--- config.mk ---
export PLATFORM = sky130hd
export DESIGN_NAME = mem_arbiter
export DESIGN_NICKNAME = d
export VERILOG_FILES = /design/src/rtl/mem_arbiter.sv
export SDC_FILE = /design/constraint.sdc
export NUM_CORES = 1
export LEC_CHECK = 0
export BUFFER_PORTS_ARGS = -buffer_cell sky130_fd_sc_hd__buf_2
export CORE_AREA = 2 2 205 207
export CTS_CLUSTER_DIAMETER = 150
export DETAILED_ROUTE_END_ITERATION = 6
export DIE_AREA = 0 0 207 209
export PLACE_DENSITY = 0.54
export SETUP_SLACK_MARGIN = 0.05
export SLEW_MARGIN = 20
export SYNTH_ARGS = -nofsm -noshare
export SYNTH_HDL_FRONTEND = slang
export SYNTH_SLANG_ARGS = --single-unit
--- constraint.sdc ---
create_clock -name clk -period 12.4 [get_ports clk]
set_clock_uncertainty 0.2 [all_clocks]
set_input_delay 0 -clock clk [delete_from_list [all_inputs] [get_ports clk]]
set_output_delay 0 -clock clk [all_outputs]
set_load 0.01 [all_outputs]
--- src/rtl/mem_arbiter.sv ---
// Shares one external memory bus between the instruction-fetch and data ports.
// Data goes first, grants alternate under contention, and a watchdog aborts hung bus cycles.
module mem_arbiter #(
  parameter int unsigned TIMEOUT_CYCLES = 255
) (
  input  logic        clk,
  input  logic        rst,
  input  logic [63:0] imem_addr,
  input  logic        imem_addr_valid,
  output logic [63:0] imem_data,
  output logic        imem_data_valid,
  input  logic [63:0] dmem_addr,
  input  logic [63:0] dmem_dout,
  input  logic [1:0]  dmem_write_width,
  input  logic        dmem_rstrobe,
  input  logic        dmem_wstrobe,
  output logic [63:0] dmem_din,
  output logic        dmem_cycle_complete,
  output logic [63:0] mem_addr,
  output logic [63:0] mem_wdata,
  output logic [1:0]  mem_width,
  output logic        mem_we,
  output logic        mem_req,
  input  logic [63:0] mem_rdata,
  input  logic        mem_ack,
  output logic        bus_error
);

  localparam int unsigned CNT_W = (TIMEOUT_CYCLES < 2) ? 1 : $clog2(TIMEOUT_CYCLES + 1);
  localparam bit          WD_EN = (TIMEOUT_CYCLES != 0);

  localparam logic [1:0] IDLE = 2'd0;
  localparam logic [1:0] BUS  = 2'd1;
  localparam logic [1:0] DONE = 2'd2;

  logic [1:0]       state, state_nxt;
  logic             src_data, src_data_nxt;
  logic             last_data, last_data_nxt;
  logic [CNT_W-1:0] cnt, cnt_nxt, cnt_inc;
  logic [63:0]      addr_nxt, wdata_nxt, idata_nxt, din_nxt, rdata_cap;
  logic [1:0]       width_nxt;
  logic             we_nxt, req_nxt, err_nxt, cc_nxt;
  logic             fetch_done, fetch_done_nxt;
  logic             data_pend, grant_data, finish;

  // Completion of a fetch is only reported if the pipeline still wants that address.
  assign imem_data_valid = fetch_done & imem_addr_valid & (imem_addr == mem_addr);

  always_comb begin
    state_nxt      = state;
    src_data_nxt   = src_data;
    last_data_nxt  = last_data;
    cnt_nxt        = cnt;
    addr_nxt       = mem_addr;
    wdata_nxt      = mem_wdata;
    width_nxt      = mem_width;
    we_nxt         = mem_we;
    req_nxt        = mem_req;
    idata_nxt      = imem_data;
    din_nxt        = dmem_din;
    err_nxt        = bus_error;
    cc_nxt         = 1'b0;
    fetch_done_nxt = 1'b0;
    finish         = 1'b0;
    rdata_cap      = '0;
    cnt_inc        = cnt + CNT_W'(1);
    data_pend      = dmem_rstrobe | dmem_wstrobe;
    grant_data     = data_pend & ~(imem_addr_valid & last_data);

    case (state)
      IDLE: begin
        if (data_pend | imem_addr_valid) begin
          state_nxt     = BUS;
          req_nxt       = 1'b1;
          cnt_nxt       = '0;
          src_data_nxt  = grant_data;
          last_data_nxt = grant_data;
          if (grant_data) begin
            addr_nxt  = dmem_addr;
            wdata_nxt = dmem_dout;
            width_nxt = dmem_write_width;
            we_nxt    = dmem_wstrobe;
          end else begin
            addr_nxt  = imem_addr;
            wdata_nxt = '0;
            width_nxt = 2'd3;
            we_nxt    = 1'b0;
          end
        end
      end
      BUS: begin
        if (mem_ack) begin
          finish    = 1'b1;
          rdata_cap = mem_rdata;
        end else begin
          cnt_nxt = cnt_inc;
          if (WD_EN && (cnt_inc == CNT_W'(TIMEOUT_CYCLES))) begin
            finish  = 1'b1;
            err_nxt = 1'b1;
          end
        end
        // An aborted cycle returns zero data to whichever port owned the bus.
        if (finish) begin
          state_nxt = DONE;
          req_nxt   = 1'b0;
          if (src_data) begin
            cc_nxt = 1'b1;
            if (!mem_we) din_nxt = rdata_cap;
          end else begin
            idata_nxt      = rdata_cap;
            fetch_done_nxt = 1'b1;
          end
        end
      end
      DONE:    state_nxt = IDLE;
      default: state_nxt = IDLE;
    endcase
  end

  always_ff @(posedge clk or posedge rst) begin
    if (rst) begin
      state               <= IDLE;
      src_data            <= 1'b0;
      last_data           <= 1'b0;
      cnt                 <= '0;
      mem_addr            <= '0;
      mem_wdata           <= '0;
      mem_width           <= '0;
      mem_we              <= 1'b0;
      mem_req             <= 1'b0;
      imem_data           <= '0;
      dmem_din            <= '0;
      bus_error           <= 1'b0;
      dmem_cycle_complete <= 1'b0;
      fetch_done          <= 1'b0;
    end else begin
      state               <= state_nxt;
      src_data            <= src_data_nxt;
      last_data           <= last_data_nxt;
      cnt                 <= cnt_nxt;
      mem_addr            <= addr_nxt;
      mem_wdata           <= wdata_nxt;
      mem_width           <= width_nxt;
      mem_we              <= we_nxt;
      mem_req             <= req_nxt;
      imem_data           <= idata_nxt;
      dmem_din            <= din_nxt;
      bus_error           <= err_nxt;
      dmem_cycle_complete <= cc_nxt;
      fetch_done          <= fetch_done_nxt;
    end
  end

endmodule

# Word level (Yosys, flattened, before mapping)
# Cells that the tools add are included.
# W data, S select, Z words.
[classes]
add_sub_neg = 1
eq_ne = 6
n_mux = 23
bitwise_logic = 10
n_reduce_logical = 9
[ops]
columns = ["cell", "n"]
rows = [
  ["$mux W64", 3],
  ["$eq A64 B64 Y1", 1],
  ["$mux W8", 2],
  ["$pmux W8 S2", 1],
  ["$mux W1", 12],
  ["$reduce_and A3 Y1", 4],
  ["$add A8 B1 Y8 const B", 1],
  ["$eq A8 B8 Y1 const B", 1],
  ["$mux W2", 3],
  ["$ne A2 B2 Y1 const B", 3],
  ["$and A1 B1 Y1", 4],
  ["$not A1 Y1", 4],
  ["$pmux W2 S2", 1],
  ["$reduce_and A2 Y1", 2],
  ["$reduce_and A4 Y1", 1],
  ["$eq A2 B1 Y1 const B", 1],
  ["$logic_not A2 Y1", 1],
  ["$or A1 B1 Y1", 2],
  ["$pmux W1 S2", 1],
  ["$reduce_bool A2 Y1", 1],
]
[totals]
ff_bits = 274
input_bits = 264
out_inout_bits = 263

# Logic depth before layout (Yosys ltp)
# Gate-level depths: netlist (run 1).
[logic_depth]
word_depth = 7
depth_mapped = 8

# Worst setup path after synthesis (run 1)
# No wires, ideal clock.
[synth_path]
path_kind = "flip-flop to flip-flop"
startpoint = "reg cnt[0]"
endpoint = "reg imem_data[10]"
t_arrival_ns = 2.110
required_time_ns = 12.079
slack_ns = 9.969
path_stages_with_launch = 8
path_cell_list = "dfrtp_1 -> ha_1 -> xnor2_1 -> o41a_1 -> or3_1 -> buf_4 -> buf_6 -> a22o_1"
[synth_between]
elab_chain_len = 6
[synth_rtl]
columns = ["element", "line_no", "source"]
rows = [
  ["from (decl)", "39", "logic [CNT_W-1:0] cnt, cnt_nxt, cnt_inc;"],
  ["from (signal assigned)", "140", "cnt <= cnt_nxt;"],
  ["$add A8 B1 Y8", "66", "cnt_inc = cnt + CNT_W'(1);"],
  ["$eq A8 B8 Y1", "97", "if (WD_EN && (cnt_inc == CNT_W'(TIMEOUT_CYCLES))) begin"],
  ["$mux W1", "97", ""],
  ["$mux W1", "92", "if (mem_ack) begin"],
  ["$mux W1", "70", "case (state)"],
  ["$reduce_and A3 Y1 (no line)", "n/a", ""],
  ["to (signal assigned)", "146", "imem_data <= idata_nxt;"],
  ["to (decl)", "10", "output logic [63:0] imem_data,"],
]
# Every way passes these cells. The select of a mux whose other input is x is not followed.
# A chain may end at the register's enable or synchronous reset.

# Final worst setup path (run 1)
[layout_path]
startpoint = "reg last_data"
endpoint = "reg mem_addr[1]"
[layout_between]
elab_chain_len = 4
[layout_rtl]
columns = ["element", "line_no", "source"]
rows = [
  ["from (decl)", "38", "logic last_data, last_data_nxt;"],
  ["from (signal assigned)", "139", "last_data <= last_data_nxt;"],
  ["$and A1 B1 Y1", "68", "grant_data = data_pend & ~(imem_addr_valid & last_data);"],
  ["$not A1 Y1", "68", ""],
  ["$and A1 B1 Y1", "68", ""],
  ["$mux W64", "78", "if (grant_data) begin"],
  ["to (signal assigned)", "141", "mem_addr <= addr_nxt;"],
  ["to (decl)", "19", "output logic [63:0] mem_addr,"],
]
# Every way passes these cells.

==> impl_metrics.toml, run 1 <==
[synth]
yosys_register_bits = 274
yosysTopAreaCell = "dfrtp_1"
async_reset_ff_share_pct = 100
ys_top_cells_by_area = "dfrtp_1 60%, a22o_1 9.8%, nand2_1 6.7%"
avgSynthCellArea_um2 = 11.1
syn_nets = 1301
yosysWarnings = 0
synth-seq-area-share_pct = 59.9
yosys.area.top_type_share_pct = 59.9
synth_area_mm2 = 0.0115
synth_cell_types = 36
synth_flop_cell = "dfrtp_1"
synth_edf_count = 0
syn_inst = 1035

[die]
die_h_um = 209
ioPinCount = 527
rows = 75
die_x_um = 207
core-area_mm2 = 0.0413
die_area_mm2 = 0.0433
start_util_pct = 27.7

[clock_network]
cts_max_path_buffers = 3
htree_levels = 2
clk_latency_ns = 0.53
cts_buffers = 34
clock-sinks = 274
post_cts_buffers = 0
cts_root_buffer = "clkbuf_16"
clkTransAtPathRegs_ns = 0.06
cts_tree = "done"

[placement]
port_buffers = 526
dpl.hpwl_um = 28300
gp_congestion = 0.871
place_area_mm2 = 0.0145

[layout]
area_growth_syn_to_layout_pct = 61.5
postLayoutCoreUtil_pct = 44.8
drive_above_1_share_pct = 32.5
postLayoutCellArea_mm2 = 0.0185
final_nets = 2080
nFillCells = 3884

[setup_path]
critPathRequiredTime_ns = 12.57
crit_path_max_fanout = 68
critical_path_class = "reg2reg"
crit_arrival_ns = 3.77
cp-end-kind = "register"
startpoint_type = "register"

[timing]
slew_viol_final = 0
tightest_slew_ns = 1.11
slew-limit-headroom_pct = 26.1
fin_crit_sh_pct = 29.1
setup_violations = 0
fin_crit_ns = 3.61
fmax_mhz = 277
rsz0062_at_grt = "no"
hold_viol_final = 0
setup_tns_ns = 0

[power]
power_density_mw_per_mm2 = 230
power.share.sequential_pct = 36.8
p_switching_mw = 1.60
swShare_pct = 37.6
vdd_ir_drop_max_v = 0.000130
leakage_nw = 9.40
p_clk_share_pct = 24.1
p_int_mw = 2.66
combPwrFrac_pct = 39.1

[worst_hold_path]
hold_path.class = "in2async"

[route]
drtPass1Iterations = 5
drt_iter0_drc = 684
via_per_inst = 4.61
vias = 11000
finalWirelength_um = 43000
ant_nets = 0
wl_per_cell_um = 18.1
drc = 0

[status]
status = "finished clean"

[global_routing]
grt_max_degree = 133
grt_pass1_vias = 11600
grt_pass1_wl_um = 66500
gr-total-overflow = 0
grt_use_total_pct = 19.4
antenna_found_initial = 6

[job]
drv_cap = 0
==> cell families after synthesis <==
kind of cell / after synthesis / synth area share (%)
mux: 64 / 5.59
compound gates: 295 / 17.6
buf+inv: 92 / 3.45
xor+xnor: 54 / 4.13
fa+ha+maj: 2 / 0.218
simple gates: 254 / 9.14
flops: 274 / 59.9
==> power groups by stage <==
stage	combinational [mW]	clock [mW]	sequential [mW]
floorplan	0.713	0	1.71
finish	1.67	1.03	1.56
global placement	1.55	0	1.55
detailed placement	1.57	0	1.56
global route	1.82	1.10	1.61
CTS	1.67	1.06	1.56
==> critical path, stage by stage, from the launching register on <==
cell and delay, ns:
dfrtp_1 0.44, nand2_1 0.15, o21a_4 0.65, buf_4 0.95
mux2i_1 0.29, dlygate4sd3_1 0.59, o21ai_0 0.07
==> timing repair <==
action                                 CTS  global route
endpoints found under the hold margin  403             0
gates resized for setup                  0             0
hold buffers                           280             0
==> path summary, 6_finish.rpt <==
kind | from | endpoint | slack, ns | depth (start not counted)
max in group asynchronous | rst | mem_addr[51] | 10.41 | 4
min in group clk | mem_rdata[39] | imem_data[39] | 0.05 | 3
min | rst | mem_addr[28] | 0.04 | 3
max reg2reg | last_data | mem_addr[1] | 8.79 | 6
max | last_data | mem_addr[1] | 8.79 | 6
min reg2reg | bus_error | bus_error | 0.25 | 1
==> placed cells by master (no fill, tap or decap), types with 3 or more instances in the layout <==
| cell type | netlist | layout |
|---|---|---|
| a221oi_1 | 4 | 4 |
| o21ai_0 | 145 | 145 |
| buf_4 | 1 | 9 |
| nor2_1 | 8 | 8 |
| a21oi_1 | 4 | 4 |
| mux2i_1 | 64 | 64 |
| dlygate4sd3_1 | 0 | 280 |
| dfrtp_1 | 274 | 274 |
| xnor2_1 | 34 | 34 |
| clkinvlp_4 | 0 | 5 |
| clkbuf_16 | 0 | 35 |
| clkbuf_1 | 55 | 5 |
| nor3_1 | 5 | 3 |
| clkbuf_8 | 0 | 4 |
| nand2_1 | 204 | 204 |
| nand2b_1 | 3 | 3 |
| bufinv_16 | 0 | 4 |
| xor2_1 | 20 | 20 |
| nor4_1 | 8 | 8 |
| and2_1 | 3 | 3 |
| a22o_1 | 128 | 128 |
| clkinv_2 | 0 | 5 |
| nand3_1 | 6 | 6 |
| nand4_1 | 11 | 11 |
| buf_2 | 7 | 526 |
| o22ai_1 | 4 | 4 |
| inv_1 | 20 | 19 |
==> metal layers <==
| layer | wire (um) | vias up | global-route usage, % | part of all wire [%] |
|---|---|---|---|---|
| met5 | 56 | - | 0 | 0.13 |
| met3 | 3120 | 95 | 5.74 | 7.3 |
| li1 | - | 5204 | - | - |
| met4 | 1520 | 8 | 7.61 | 3.5 |
| met2 | 20100 | 442 | 31.5 | 47 |
| met1 | 18200 | 5229 | 24.2 | 42 |
==> cell usage after synthesis (4+ instances only) <==
cell type and count:
a21oi_1 4, a221oi_1 4, a22o_1 128, buf_1 4, buf_2 7, buf_6 5, clkbuf_1 55, dfrtp_1 274
inv_1 20, mux2i_1 64, nand2_1 204, nand3_1 6, nand4_1 11, nor2_1 8, nor3_1 5, nor4_1 8
o21ai_0 145, o22ai_1 4, or3_1 4, xnor2_1 34, xor2_1 20
==> layout make-up <==
type,instances,area [um^2],share of cell area [%]
flip-flops and latches,274,6860,37.1
repair buffers,815,5500,29.8
multi-input cells,669,4230,22.8
clock buffers,44,950,5.13
well taps,539,674,3.65
clock inverters,16,200,1.08
inverters,20,82.6,0.446
diodes,2,5.00,0.0271
==> state kept, by name, indices dropped and copies added (netlist names), 2 cells and up <==
signal	count
mem_addr	64
mem_width	2
dmem_din	64
imem_data	64
cnt	8
mem_wdata	64
state	2
==> metrics by stage <==
step                cells  hold slack, ns  power, mW  setup slack, ns
floorplan            1035         -0.0675       2.43             4.65
global placement     2037          0.0312       3.10             9.22
detailed placement   2037          0.0384       3.13             9.18
CTS                  2377         0.00147       4.29             8.79
global route         2379         0.00957       4.53             8.63
finish               2379          0.0376       4.26             8.79
(Power assumes the default switching activity.)
==> inputs of run 2 (changes only) <==
--- a/config.mk
+++ b/config.mk
@@ -6,11 +6,11 @@
 export NUM_CORES = 1
 export LEC_CHECK = 0
 export BUFFER_PORTS_ARGS = -buffer_cell sky130_fd_sc_hd__buf_2
-export CORE_AREA = 2 2 205 207
+export CORE_AREA = 2 2 204 206
 export CTS_CLUSTER_DIAMETER = 150
 export DETAILED_ROUTE_END_ITERATION = 6
-export DIE_AREA = 0 0 207 209
-export PLACE_DENSITY = 0.54
+export DIE_AREA = 0 0 206 208
+export PLACE_DENSITY = 0.57
 export SETUP_SLACK_MARGIN = 0.05
 export SLEW_MARGIN = 20
 export SYNTH_ARGS = -nofsm -noshare
==> constraint.sdc (replaced) <==
create_clock -name clk -period 3 [get_ports clk]
set_clock_uncertainty 0.2 [all_clocks]
set_input_delay 0 -clock clk [delete_from_list [all_inputs] [get_ports clk]]
set_output_delay 0 -clock clk [all_outputs]
set_load 0.01 [all_outputs]
==> run 2 against run 1 <==
Effect of this change:
- final cell count rose by 3.3%
- wire length up 4.4%
- core utilization grew 2.8 points
- sequential share of layout area decreased by 1.5 points
- critical path depth did not move
- sequential power rose to 4.1 times the previous value
- worst hold slack lost 0.013 ns
- critical endpoint is now imem_data_valid
- largest power group unchanged
==> impl_metrics.toml, run 2 (synthesis results as in run 1) <==
[timing]
setup_tns_ns = 0
hold_viol_final = 0
slew_viol_final = 0
fmax_mhz = 355
setup_violations = 0
fin_crit_sh_pct = 93.9
rsz0062_at_grt = "no"
fin_crit_ns = 2.82
slew-limit-headroom_pct = 40.0
tightest_slew_ns = 0.901

[worst_hold_path]
min_from = "mem_rdata[41]"
hold_path_end = "imem_data[41]"
hold_path.class = "in2reg"
hold_path_depth = 3

[clock_network]
clk_latency_ns = 0.56
clock-sinks = 274
cts_buffers = 31
post_cts_buffers = 0
htree_levels = 1
clkTransAtPathRegs_ns = 0.06
cts_root_buffer = "clkbuf_16"
cts_max_path_buffers = 3
cts_tree = "done"

[setup_path]
crit_path_max_fanout = 3
cp_num_buf_inv = 1
path_common_cell = "nor4_1"
cp-end-kind = "primary output"
critPathRequiredTime_ns = 2.80
crit_arrival_ns = 2.62
crit_chain = "xnor2_2 -> nand4_1 -> nor4_1 -> nand3_1 -> nor4_1 -> buf_2"
startpoint_type = "register"
reg2reg_to = "imem_data[46]"
critical_path_class = "reg2out"
slowest_stage = "dfrtp_1"
r2r_cells = 7
crit_family = "simple AND/OR/NAND/NOR gates"
rrSetupSlack_ns = 0.27
slowest_delay_ns = 0.45
r2r-start = "cnt[0]"

[route]
ant_nets = 0
wl_per_cell_um = 18.3
via_per_inst = 4.68
drtPass1Iterations = 5
finalWirelength_um = 44900
vias = 11500
drt_iter0_drc = 627
drc = 0

[global_routing]
grt_use_total_pct = 20.0
grt_pass1_wl_um = 67800
antenna_found_initial = 6
gr-total-overflow = 0
grt_pass1_vias = 12000
grt_max_degree = 104

[die]
die_h_um = 208
start_util_pct = 28.2
core-area_mm2 = 0.0406
rows = 74
die_area_mm2 = 0.0428
die_x_um = 206
ioPinCount = 527

[layout]
area_growth_syn_to_layout_pct = 68.5
layout_commonest_cell = "buf_2"
drive_above_1_share_pct = 31.7
final_cell_mix = "526 x buf_2, 354 x dlygate4sd3_1, 274 x dfrtp_1"
final_nets = 2162
postLayoutCellArea_mm2 = 0.0193

[placement]
place_area_mm2 = 0.0147
dpl.hpwl_um = 29800
gp_congestion = 0.856
port_buffers = 526

[power]
vdd_ir_drop_max_v = 0.000497
leakage_nw = 9.74
power_density_mw_per_mm2 = 903

[status]
status = "finished clean"

[job]
drv_cap = 0
run 2: layout make-up:
class                   instances  area, um^2
multi-input cells             669        4240
inverters                      20        78.8
repair buffers                900        6440
clock buffers                  43         901
flip-flops and latches        274        6860
well taps                     532         666
clock inverters                13         103
diodes                          6        15.0
fillers                      3674       21300
run 2: power breakdown:
part           internal, mW  switching [mW]  total, mW  leakage [nW]
sequential             5.33            1.14       6.47          3.45
combinational          3.26            3.97       7.23          5.78
clock                  2.17            1.56       3.73         0.499
total                  10.8            6.67       17.4          9.74
run 2: what timing repair did:
action,in CTS,in global routing
resized for setup,2,0
hold buffers,354,0
endpoints found under the hold margin,548,0
endpoints found under the setup margin,1,0
run 2: worst register-to-register path, delay by kind of cell, from the launching register on:
family | cells | cell delay (ns)
buf+inv | 1 | 0.21
compound gates | 2 | 0.71
xor+xnor | 1 | 0.17
fa+ha+maj | 1 | 0.27
flops | 1 | 0.41
simple gates | 2 | 0.65
run 2: per-stage QoR:
step	worst slack, ns	util (%)	cells	power, mW	hold slack, ns
2_1_floorplan	-0.823	-	1035	10.0	-0.0675
3_3_place_gp	0.364	36.3	2041	13.0	-0.0573
3_5_place_dp	0.303	36.3	2041	13.1	-0.0566
4_1_cts	0.0763	47.6	2451	17.5	0.000349
5_1_grt	0.0950	47.6	2457	18.5	0.0119
6_report	0.183	47.6	2457	17.4	0.0249
run 2: layer usage:
metal	GRT usage (%)	vias up	routed length [um]
li1	-	5363	-
met1	23.7	5560	17700
met2	35.4	486	22200
met3	4.28	86	3420
met4	7.49	0	1520
met5	0	-	0
run 2: how the worst max path moves through the flow:
| stage | startpoint | to | cells past startpoint |
|---|---|---|---|
| after floorplan | rst | bus_error | 1 |
| after global placement | cnt[0] | imem_data[47] | 7 |
| after detailed placement | cnt[0] | imem_data[44] | 7 |
| after CTS | mem_addr[44] | imem_data_valid | 6 |
| after global routing | mem_addr[44] | imem_data_valid | 6 |
| final | mem_addr[44] | imem_data_valid | 6 |
